File: src/rtl/add_test_sequencer_if.sv
// add_test_sequencer_if: run control plus RAM address/enable bundle of the add test sequencer.
interface add_test_sequencer_if #(parameter int ADDR_WIDTH = 8);
    logic                  start;
    logic [ADDR_WIDTH:0]   num_tests;
    logic                  pll_lock;
    logic                  r_en;
    logic [ADDR_WIDTH-1:0] r_addr;
    logic                  we;
    logic [ADDR_WIDTH-1:0] w_addr;
    logic                  busy;
    logic                  done;
    logic                  error;
    logic [31:0]           cycle_count;
    modport master (output start, num_tests, pll_lock,
                    input r_en, r_addr, we, w_addr, busy, done, error, cycle_count);
    modport slave (input start, num_tests, pll_lock,
                   output r_en, r_addr, we, w_addr, busy, done, error, cycle_count);
endinterface

File: src/rtl/add_test_sequencer.sv
// add_test_sequencer: issues A/B read addresses one per clock and mirrors them to the C write
// port LATENCY cycles later, tracking run progress, completion and errors.
module add_test_sequencer #(
    parameter int ADDR_WIDTH = 8,
    parameter int LATENCY    = 6
) (
    input logic pll_clock,
    input logic reset,
    add_test_sequencer_if.slave bus
);
    typedef enum logic [1:0] {IDLE, ISSUE, DRAIN, DONE} state_t;
    state_t                               state_q, state_d;
    logic [ADDR_WIDTH:0]                  num_q, num_d;
    logic                                 r_en_q, r_en_d;
    logic [ADDR_WIDTH-1:0]                r_addr_q, r_addr_d;
    logic [LATENCY-1:0]                   pv_q, pv_d;
    logic [LATENCY-1:0][ADDR_WIDTH-1:0]   pa_q, pa_d;
    logic                                 busy_q, busy_d, done_q, done_d, error_q, error_d;
    logic [31:0]                          cc_q, cc_d;
    logic idle_like, active, num_ok, accept, reject, abort, last_addr, drained;
    assign idle_like = state_q == IDLE || state_q == DONE;
    assign active    = state_q == ISSUE || state_q == DRAIN;
    assign num_ok    = bus.num_tests != '0 &&
                       (!bus.num_tests[ADDR_WIDTH] || bus.num_tests[ADDR_WIDTH-1:0] == '0);
    assign accept    = idle_like && bus.start && bus.pll_lock && num_ok;
    assign reject    = idle_like && bus.start && !accept;
    assign abort     = active && !bus.pll_lock;
    assign last_addr = {1'b0, r_addr_q} == num_q - 1'b1;
    // cycle_count reads k-1 in the k-th busy cycle, so it doubles as the drain timer
    assign drained   = cc_q == 32'(num_q) + 32'(LATENCY - 1);
    always_ff @(posedge pll_clock or posedge reset) begin
        if (reset) begin
            state_q  <= IDLE;
            num_q    <= '0;
            r_en_q   <= 1'b0;
            r_addr_q <= '0;
            pv_q     <= '0;
            pa_q     <= '0;
            busy_q   <= 1'b0;
            done_q   <= 1'b0;
            error_q  <= 1'b0;
            cc_q     <= '0;
        end else begin
            state_q  <= state_d;
            num_q    <= num_d;
            r_en_q   <= r_en_d;
            r_addr_q <= r_addr_d;
            pv_q     <= pv_d;
            pa_q     <= pa_d;
            busy_q   <= busy_d;
            done_q   <= done_d;
            error_q  <= error_d;
            cc_q     <= cc_d;
        end
    end
    always_comb begin
        state_d = accept                         ? ISSUE :
                  (reject || abort)              ? IDLE  :
                  (state_q == ISSUE && last_addr) ? DRAIN :
                  (state_q == DRAIN && drained)   ? DONE  : state_q;
    end
    always_comb begin
        num_d    = accept ? bus.num_tests : num_q;
        r_en_d   = state_d == ISSUE;
        r_addr_d = accept ? '0 : (state_q == ISSUE && state_d == ISSUE) ? r_addr_q + 1'b1 : r_addr_q;
        pv_d[0]  = r_en_q && !abort;
        pa_d[0]  = r_addr_q;
        for (int i = 1; i < LATENCY; i++) begin
            pv_d[i] = pv_q[i-1] && !abort;
            pa_d[i] = pa_q[i-1];
        end
        busy_d   = state_d == ISSUE || state_d == DRAIN;
        done_d   = state_d == DONE;
        error_d  = (reject || abort) ? 1'b1 : accept ? 1'b0 : error_q;
        cc_d     = accept ? '0 : (active && !abort) ? cc_q + 1 : cc_q;
    end
    assign bus.r_en        = r_en_q;
    assign bus.r_addr      = r_addr_q;
    assign bus.we          = pv_q[LATENCY-1];
    assign bus.w_addr      = pa_q[LATENCY-1];
    assign bus.busy        = busy_q;
    assign bus.done        = done_q;
    assign bus.error       = error_q;
    assign bus.cycle_count = cc_q;
endmodule

File: src/flat_wrapper.sv
// flat-port wrapper written by rule: the top's interface ports become plain ports
module add_test_sequencer_flat 
#(
    parameter int ADDR_WIDTH = 8,
    parameter int LATENCY    = 6
)
  (pll_clock, reset, bus_start, bus_num_tests, bus_pll_lock, bus_r_en, bus_r_addr, bus_we, bus_w_addr, bus_busy, bus_done, bus_error, bus_cycle_count);
  add_test_sequencer_if #(.ADDR_WIDTH(ADDR_WIDTH)) bus_i ();
  input logic pll_clock;
  input logic reset;
  input wire logic [$bits(bus_i.start)-1:0] bus_start;
  input wire logic [$bits(bus_i.num_tests)-1:0] bus_num_tests;
  input wire logic [$bits(bus_i.pll_lock)-1:0] bus_pll_lock;
  output wire logic [$bits(bus_i.r_en)-1:0] bus_r_en;
  output wire logic [$bits(bus_i.r_addr)-1:0] bus_r_addr;
  output wire logic [$bits(bus_i.we)-1:0] bus_we;
  output wire logic [$bits(bus_i.w_addr)-1:0] bus_w_addr;
  output wire logic [$bits(bus_i.busy)-1:0] bus_busy;
  output wire logic [$bits(bus_i.done)-1:0] bus_done;
  output wire logic [$bits(bus_i.error)-1:0] bus_error;
  output wire logic [$bits(bus_i.cycle_count)-1:0] bus_cycle_count;
  assign bus_i.start = bus_start;
  assign bus_i.num_tests = bus_num_tests;
  assign bus_i.pll_lock = bus_pll_lock;
  assign bus_r_en = bus_i.r_en;
  assign bus_r_addr = bus_i.r_addr;
  assign bus_we = bus_i.we;
  assign bus_w_addr = bus_i.w_addr;
  assign bus_busy = bus_i.busy;
  assign bus_done = bus_i.done;
  assign bus_error = bus_i.error;
  assign bus_cycle_count = bus_i.cycle_count;
  add_test_sequencer #(.ADDR_WIDTH(ADDR_WIDTH), .LATENCY(LATENCY)) u_core (.pll_clock(pll_clock), .reset(reset), .bus(bus_i));
endmodule
File: config.mk
export PLATFORM = sky130hd
export DESIGN_NAME = add_test_sequencer_flat
export DESIGN_NICKNAME = d
export VERILOG_FILES = /design/src/rtl/add_test_sequencer_if.sv /design/src/rtl/add_test_sequencer.sv /design/src/flat_wrapper.sv
export SDC_FILE = /design/constraint.sdc
export NUM_CORES = 1
export LEC_CHECK = 0
export ABC_CLOCK_PERIOD_IN_PS = 8900
export BUFFER_PORTS_ARGS = -buffer_cell sky130_fd_sc_hd__buf_2
export CAP_MARGIN = 20
export CORE_ASPECT_RATIO = 0.9
export CORE_UTILIZATION = 48
export CTS_CLUSTER_DIAMETER = 30
export CTS_CLUSTER_SIZE = 28
export DETAILED_ROUTE_END_ITERATION = 7
export GPL_TIMING_DRIVEN = 0
export PLACE_DENSITY_LB_ADDON = 0.15
export SLEW_MARGIN = 30
export SYNTH_ARGS = -nofsm -noshare
export SYNTH_HDL_FRONTEND = slang
export SYNTH_SLANG_ARGS = --single-unit
File: constraint.sdc
create_clock -name pll_clock -period 8.9 [get_ports pll_clock]
set_input_delay 0.445 -clock pll_clock [delete_from_list [all_inputs] [get_ports pll_clock]]
set_output_delay 0.445 -clock pll_clock [all_outputs]
set_load 0.05 [all_outputs]
* After elaboration in Yosys (flattened, before gate mapping)
Cells that the tools add are included.
Storage, ports and cells: logic and storage cells 68, ROM bits 0, input bits 13, bits in writable memories 0, register bits after elaboration 109, bits in latches 0, output and inout port bits 53, memories kept 0
Cells by class: multiplexer cells 10, multipliers 0, equal/unequal tests 8, shifts and indexed selects 0, div/mod/pow operators 0, $lt $le $gt $ge 0, bitwise gates (word level) 0, reductions and logical operators 31, add/sub/neg operators 4
Operators by type and width (count):
- 32-bit 2-to-1 mux | 2
- 32-bit by 1-bit adder with 32-bit output (second input constant) | 1
- 32-bit == test | 1
- 1-bit logical AND | 16
- 8-bit 2-to-1 mux | 2
- 9-bit by 3-bit adder with 10-bit output (second input constant) | 1
- 8-bit by 9-bit == test with 1-bit output | 1
- 9-bit nonzero test | 1
- 9-bit by 1-bit subtractor with 9-bit output (second input constant) | 1
- 8-bit by 1-bit adder with 8-bit output (second input constant) | 1
- 2-bit == test (second input constant) | 4
- 8-bit logical NOT | 1
- 2-bit 2-to-1 mux | 4
- 2-bit nonzero test | 3
- 1-bit logical OR | 5
- 2-bit by 1-bit == test with 1-bit output (second input constant) | 2
- 1-bit logical NOT | 4
- 2-bit logical NOT | 1
- 1-bit 2-to-1 mux | 2

* Longest topological paths before layout
word-level depth 14, mapped depth 16, gate-level depth less buffers 15

* Worst setup path after synthesis
Ideal clock, no wire load.
path kind register to register, start point reg u_core.cc_q[4] (netlist: u_core.bus.cycle_count[4]), end point reg u_core.r_addr_q[6] (netlist: u_core.bus.r_addr[6]), clock period less this slack 3.142 ns, cell stages (with the launch flop) 12, buffers on the path 0, setup slack 5.758 ns, data required time 8.768 ns, library setup time 0.132 ns, data arrival time 3.011 ns, path through dfrtp_1 > xor2_1 > or4b_1 > a2111oi_4 > a21oi_1 > o21bai_1 > ha_1 > nand3_1 > or2_2 > nor2_1 > xnor2_1 > nor2_1
On the way: word-level cells in the longest chain between the ends 9
Ends and longest elaborated chain:
- from (decl) | RTL line add_test_sequencer.sv:19 | logic [31:0] cc_q, cc_d;
- from (signal assigned) | RTL line add_test_sequencer.sv:42 | cc_q <= '0;
- from (signal assigned) | RTL line add_test_sequencer.sv:53 | cc_q <= cc_d;
- 32-bit == test | RTL line add_test_sequencer.sv:30 | assign drained = cc_q == 32'(num_q) + 32'(LATENCY - 1);
- 1-bit logical AND | RTL line add_test_sequencer.sv:60 | (state_q == DRAIN && drained) ? DONE : state_q;
- 2-bit 2-to-1 mux | RTL line add_test_sequencer.sv:60
- 2-bit 2-to-1 mux | RTL line add_test_sequencer.sv:59 | (state_q == ISSUE && last_addr) ? DRAIN :
- 2-bit 2-to-1 mux | RTL line add_test_sequencer.sv:58 | (reject || abort) ? IDLE :
- 2-bit 2-to-1 mux | RTL line add_test_sequencer.sv:57 | state_d = accept ? ISSUE :
- named net u_core.state_d[0] | RTL line add_test_sequencer.sv:12 | state_t state_q, state_d;
- 2-bit by 1-bit == test with 1-bit output
- named net u_core.r_en_d | RTL line add_test_sequencer.sv:14 | logic r_en_q, r_en_d;
- 1-bit logical AND | RTL line add_test_sequencer.sv:65 | r_addr_d = accept ? '0 : (state_q == ISSUE && state_d == ISSUE) ? r_addr_q + 1'b1 : r_addr_q;
- 2-bit nonzero test (no source line)
- to (signal assigned) | RTL line add_test_sequencer.sv:47 | r_addr_q <= r_addr_d;
- to (decl) | RTL line add_test_sequencer.sv:15 | logic [ADDR_WIDTH-1:0] r_addr_q, r_addr_d;
The timed path passes the listed nets, and every way through them passes these cells. A chain may end at the register's enable or synchronous reset.

* Worst setup path after layout
start point reg u_core.num_q[0], end point reg u_core.r_addr_q[7] (netlist: u_core.bus.r_addr[7])
On the way: word-level cells in the longest chain between the ends 10, elaborated cells on any way between the ends 13, classes of those cells add/sub: 2; eq/ne: 3; mux: 4; reduce/logical: 4
Ends and longest elaborated chain:
- from (decl) | RTL line add_test_sequencer.sv:13 | logic [ADDR_WIDTH:0] num_q, num_d;
- from (signal assigned) | RTL line add_test_sequencer.sv:45 | num_q <= num_d;
- 9-bit by 3-bit adder with 10-bit output | RTL line add_test_sequencer.sv:30
- 32-bit == test | RTL line add_test_sequencer.sv:30
- 1-bit logical AND | RTL line add_test_sequencer.sv:60
- 2-bit 2-to-1 mux | RTL line add_test_sequencer.sv:60
- 2-bit 2-to-1 mux (*) | RTL line add_test_sequencer.sv:59
- 2-bit 2-to-1 mux (*) | RTL line add_test_sequencer.sv:58
- 2-bit 2-to-1 mux (*) | RTL line add_test_sequencer.sv:57
- named net u_core.state_d[0] | RTL line add_test_sequencer.sv:12
- 2-bit by 1-bit == test with 1-bit output (*)
- named net u_core.r_en_d | RTL line add_test_sequencer.sv:14
- 1-bit logical AND (*) | RTL line add_test_sequencer.sv:65
- 2-bit nonzero test (no source line) (*)
Mark *: on every way through the listed nets, which the timed path passes. The rest lies on a longest branch.

==> flow_summary.json <==
{
  "yosysWarnings": 0,
  "outcome": "complete, no violations",
  "yosys.area.top_type": "dfrtp_1",
  "detailed_place_hpwl_um": 6230,
  "ys_ff_latch": 109,
  "hold_path_class": "input pin to async pin",
  "cts_sinks": 109,
  "max_slew_margin": 0.488,
  "antenna_left": 0,
  "io_pins": 66,
  "syn-num-nets": 427,
  "p_leak_nw": 2.70,
  "synthArstFlopShare": 1.00,
  "cts_resized": 0,
  "cp.required_ns": 9.15,
  "synth_most_common_cell": "dfrtp_1",
  "dpl.cell_count": 594,
  "end_kind": "register",
  "post_layout_nonfiller_instances": 610,
  "ys_top_cells_by_area": "dfrtp_1 (58%), xor2_1 (6.2%), xnor2_1 (5.3%), nor2_1 (4.6%), ha_1 (2.1%)",
  "syn_avg_cell_area_um2": 11.5,
  "synth_ff_type": "dfrtp_1",
  "critPathCapture": "u_core.bus.r_addr[7]",
  "drt_iter0_markers": 139,
  "antenna_found_initial": 0,
  "grt_pass1_vias": 2838,
  "die_h_um": 95.5,
  "synthDistinctLibCells": 51,
  "timing.reg2reg.setup_slack_ns": 5.22,
  "synth_edf_count": 0,
  "die_area_mm2": 0.0101,
  "setup-tns-final_ns": 0,
  "cts_tree": "done",
  "post_cts_buffers": 0,
  "worst_pin_slew_ns": 0.765,
  "routed-via-count": 3123,
  "clkSlewWorstSetupHoldPaths_ns": 0.11,
  "postLayoutCoreUtil": 0.580,
  "setup-violations-final": 0,
  "area_growth_pct": 15.5,
  "vias_per_cell": 5.12,
  "synthCells": 406,
  "crit_buf_inv": 2,
  "r2r_start": "u_core.num_q[0]",
  "drcViolationCount": 0,
  "finalMaxSlewViolations": 0,
  "cap_violations": 0,
  "hold_violations": 0,
  "placed_cell_area_mm2": 0.00518,
  "post_drt_wl_per_cell_um": 14.3,
  "cp_slowest_cell": "or4_4",
  "n_fill_cell": 830,
  "crit_fanout": 9,
  "criticalPathCategory": "register to register",
  "synth_top_area_share": 0.585,
  "initial_core_util": 0.502,
  "cts_buffers": 9,
  "cts_htree_levels": 3,
  "grt_pass1_wl_um": 14400,
  "fin_crit_sh": 0.414,
  "clk_path_buf_depth": 2,
  "globalRouteOverflowTotal": 0,
  "rr_worst_depth": 16,
  "power_density_mw_per_mm2": 211,
  "wl_um": 8740,
  "gp_congestion": 0.816,
  "finalInstanceArea_mm2": 0.00539,
  "cp-start-kind": "register",
  "die_width_um": 106,
  "fin_crit_ns": 3.68,
  "cp-startpoint": "u_core.num_q[0]",
  "diodes": 0,
  "fin_nets": 504,
  "rr_endpoint": "u_core.bus.r_addr[7]",
  "fmax_ghz": 0.271,
  "slowest_delay_ns": 0.46,
  "vdd_drop_max_mv": 0.117,
  "rsz0062_at_grt": "false",
  "insertion_delay_ns": 0.38,
  "grt_util_all_layers": 0.187,
  "multi_input_area_mm2": 0.00177,
  "cp_top_family": "simple AND/OR/NAND/NOR gates",
  "num_rows": 33,
  "portBuffers": 65,
  "ys_top_cells_by_count": "dfrtp_1 (109), nor2_1 (57), xor2_1 (33)",
  "worst-path-stages": 16,
  "drive_gt1_frac": 0.236,
  "dr.pass1.iters": 4,
  "holdBufCountCts": 0,
  "core_area_mm2": 0.00929,
  "path_cells": "buf_2 -> inv_1 -> ha_1 -> xnor2_1 -> nand4_1 -> or4_4 -> a2111oi_4 -> a21oi_1 -> o21bai_1 -> ha_1 -> nand3_1 -> nor2_1 -> and3_1 -> nand3_1 -> xor2_1 -> nor2_1",
  "fin_skew_ns": 0.00689,
  "clock-root-buffer": "clkbuf_8",
  "grt_max_degree": 58,
  "syn-cell-area_mm2": 0.00467,
  "worstPathArrival_ns": 3.94,
  "synth-seq-area-share": 0.585,
  "seq_area_mm2": 0.00273
}
[sequential cells by signal, summed over array words and instances (netlist names)]
name and count:
u_core.bus.busy 1, u_core.bus.cycle_count 32, u_core.bus.done 1, u_core.bus.error 1
u_core.bus.r_addr 8, u_core.bus.r_en 1, u_core.bus.w_addr 8, u_core.num_q 9
u_core.pa_d 40, u_core.pv_q 6, u_core.state_q 2
[cells by family after synthesis]
group           after synthesis  synth area share
xor+xnor                     61             0.115
flops                       109             0.585
fa+ha+maj                     8            0.0215
compound gates               29            0.0483
buf+inv                      32            0.0357
simple gates                159             0.176
mux                           8            0.0190
[area by class of cell]
class	instances	area share
Sequential cell	109	0.506
Buffer	21	0.0232
Clock inverter	7	0.0165
Timing Repair Buffer	66	0.0655
Inverter	11	0.00859
Tap cell	122	0.0283
Multi-Input combinational cell	265	0.329
Clock buffer	9	0.0230
[worst min-delay path by stage]
stage                          startpoint              endpoint  slack [ns]  cells past startpoint
after floorplan           u_core.pa_d[40]  u_core.bus.w_addr[0]        0.33                      0
after global placement     u_core.pa_d[8]       u_core.pa_d[16]        0.33                      0
after detailed placement  u_core.pa_d[40]  u_core.bus.w_addr[0]        0.33                      0
after CTS                           reset  u_core.bus.w_addr[3]        0.11                      2
after global routing                reset  u_core.bus.w_addr[3]        0.11                      2
final                               reset  u_core.bus.w_addr[2]        0.09                      2
[power by group]
| group | internal [mW] | switching, mW | total, mW |
|---|---|---|---|
| Sequential | 0.540 | 0.0331 | 0.573 |
| Clock | 0.115 | 0.190 | 0.305 |
| Combinational | 0.0963 | 0.164 | 0.260 |
[layer usage]
layer / wire length [um] / up-vias / GRT usage
met2: 4050 / 65 / 0.291
met5: 0 / - / 0
met3: 370 / 4 / 0.0451
li1: - / 1528 / -
met1: 4270 / 1526 / 0.265
met4: 52 / 0 / 0.0498
[worst register-to-register path, stage by stage, from the launching register on]
cell and delay [ns]:
dfrtp_1 0.37, buf_2 0.23, inv_1 0.09, ha_1 0.36
xnor2_1 0.17, nand4_1 0.13, or4_4 0.46, a2111oi_4 0.27
a21oi_1 0.12, o21bai_1 0.27, ha_1 0.29, nand3_1 0.10
nor2_1 0.15, and3_1 0.23, nand3_1 0.12, xor2_1 0.17
nor2_1 0.05
[cells in the final DEF, fill, tap and decap left out, types with 3 or more instances in the layout]
master	Yosys	routed
mux2_2	7	7
xor2_1	33	33
and2_1	5	5
o21ai_0	6	6
xnor2_1	28	28
a21oi_1	4	4
nor2b_1	8	8
and3_1	3	3
dfrtp_1	109	109
or2_2	3	3
clkbuf_1	3	3
nor4_1	8	8
clkbuf_8	0	9
nand4_1	15	15
buf_4	9	9
buf_2	4	69
nor3_1	7	7
buf_1	4	4
ha_1	8	8
inv_1	11	10
nand3_1	18	18
nor2_1	57	57
nand2_1	20	20
[through the flow]
step / power (mW) / hold slack (ns) / setup slack (ns)
5_1_grt: 1.20 / 0.114 / 4.95
3_5_place_dp: 0.845 / 0.335 / 5.24
4_1_cts: 1.15 / 0.106 / 5.22
3_3_place_gp: 0.835 / 0.331 / 4.38
2_1_floorplan: 0.782 / 0.331 / 5.58
6_report: 1.14 / 0.0947 / 5.22
Power figures use the tool's default switching activity.
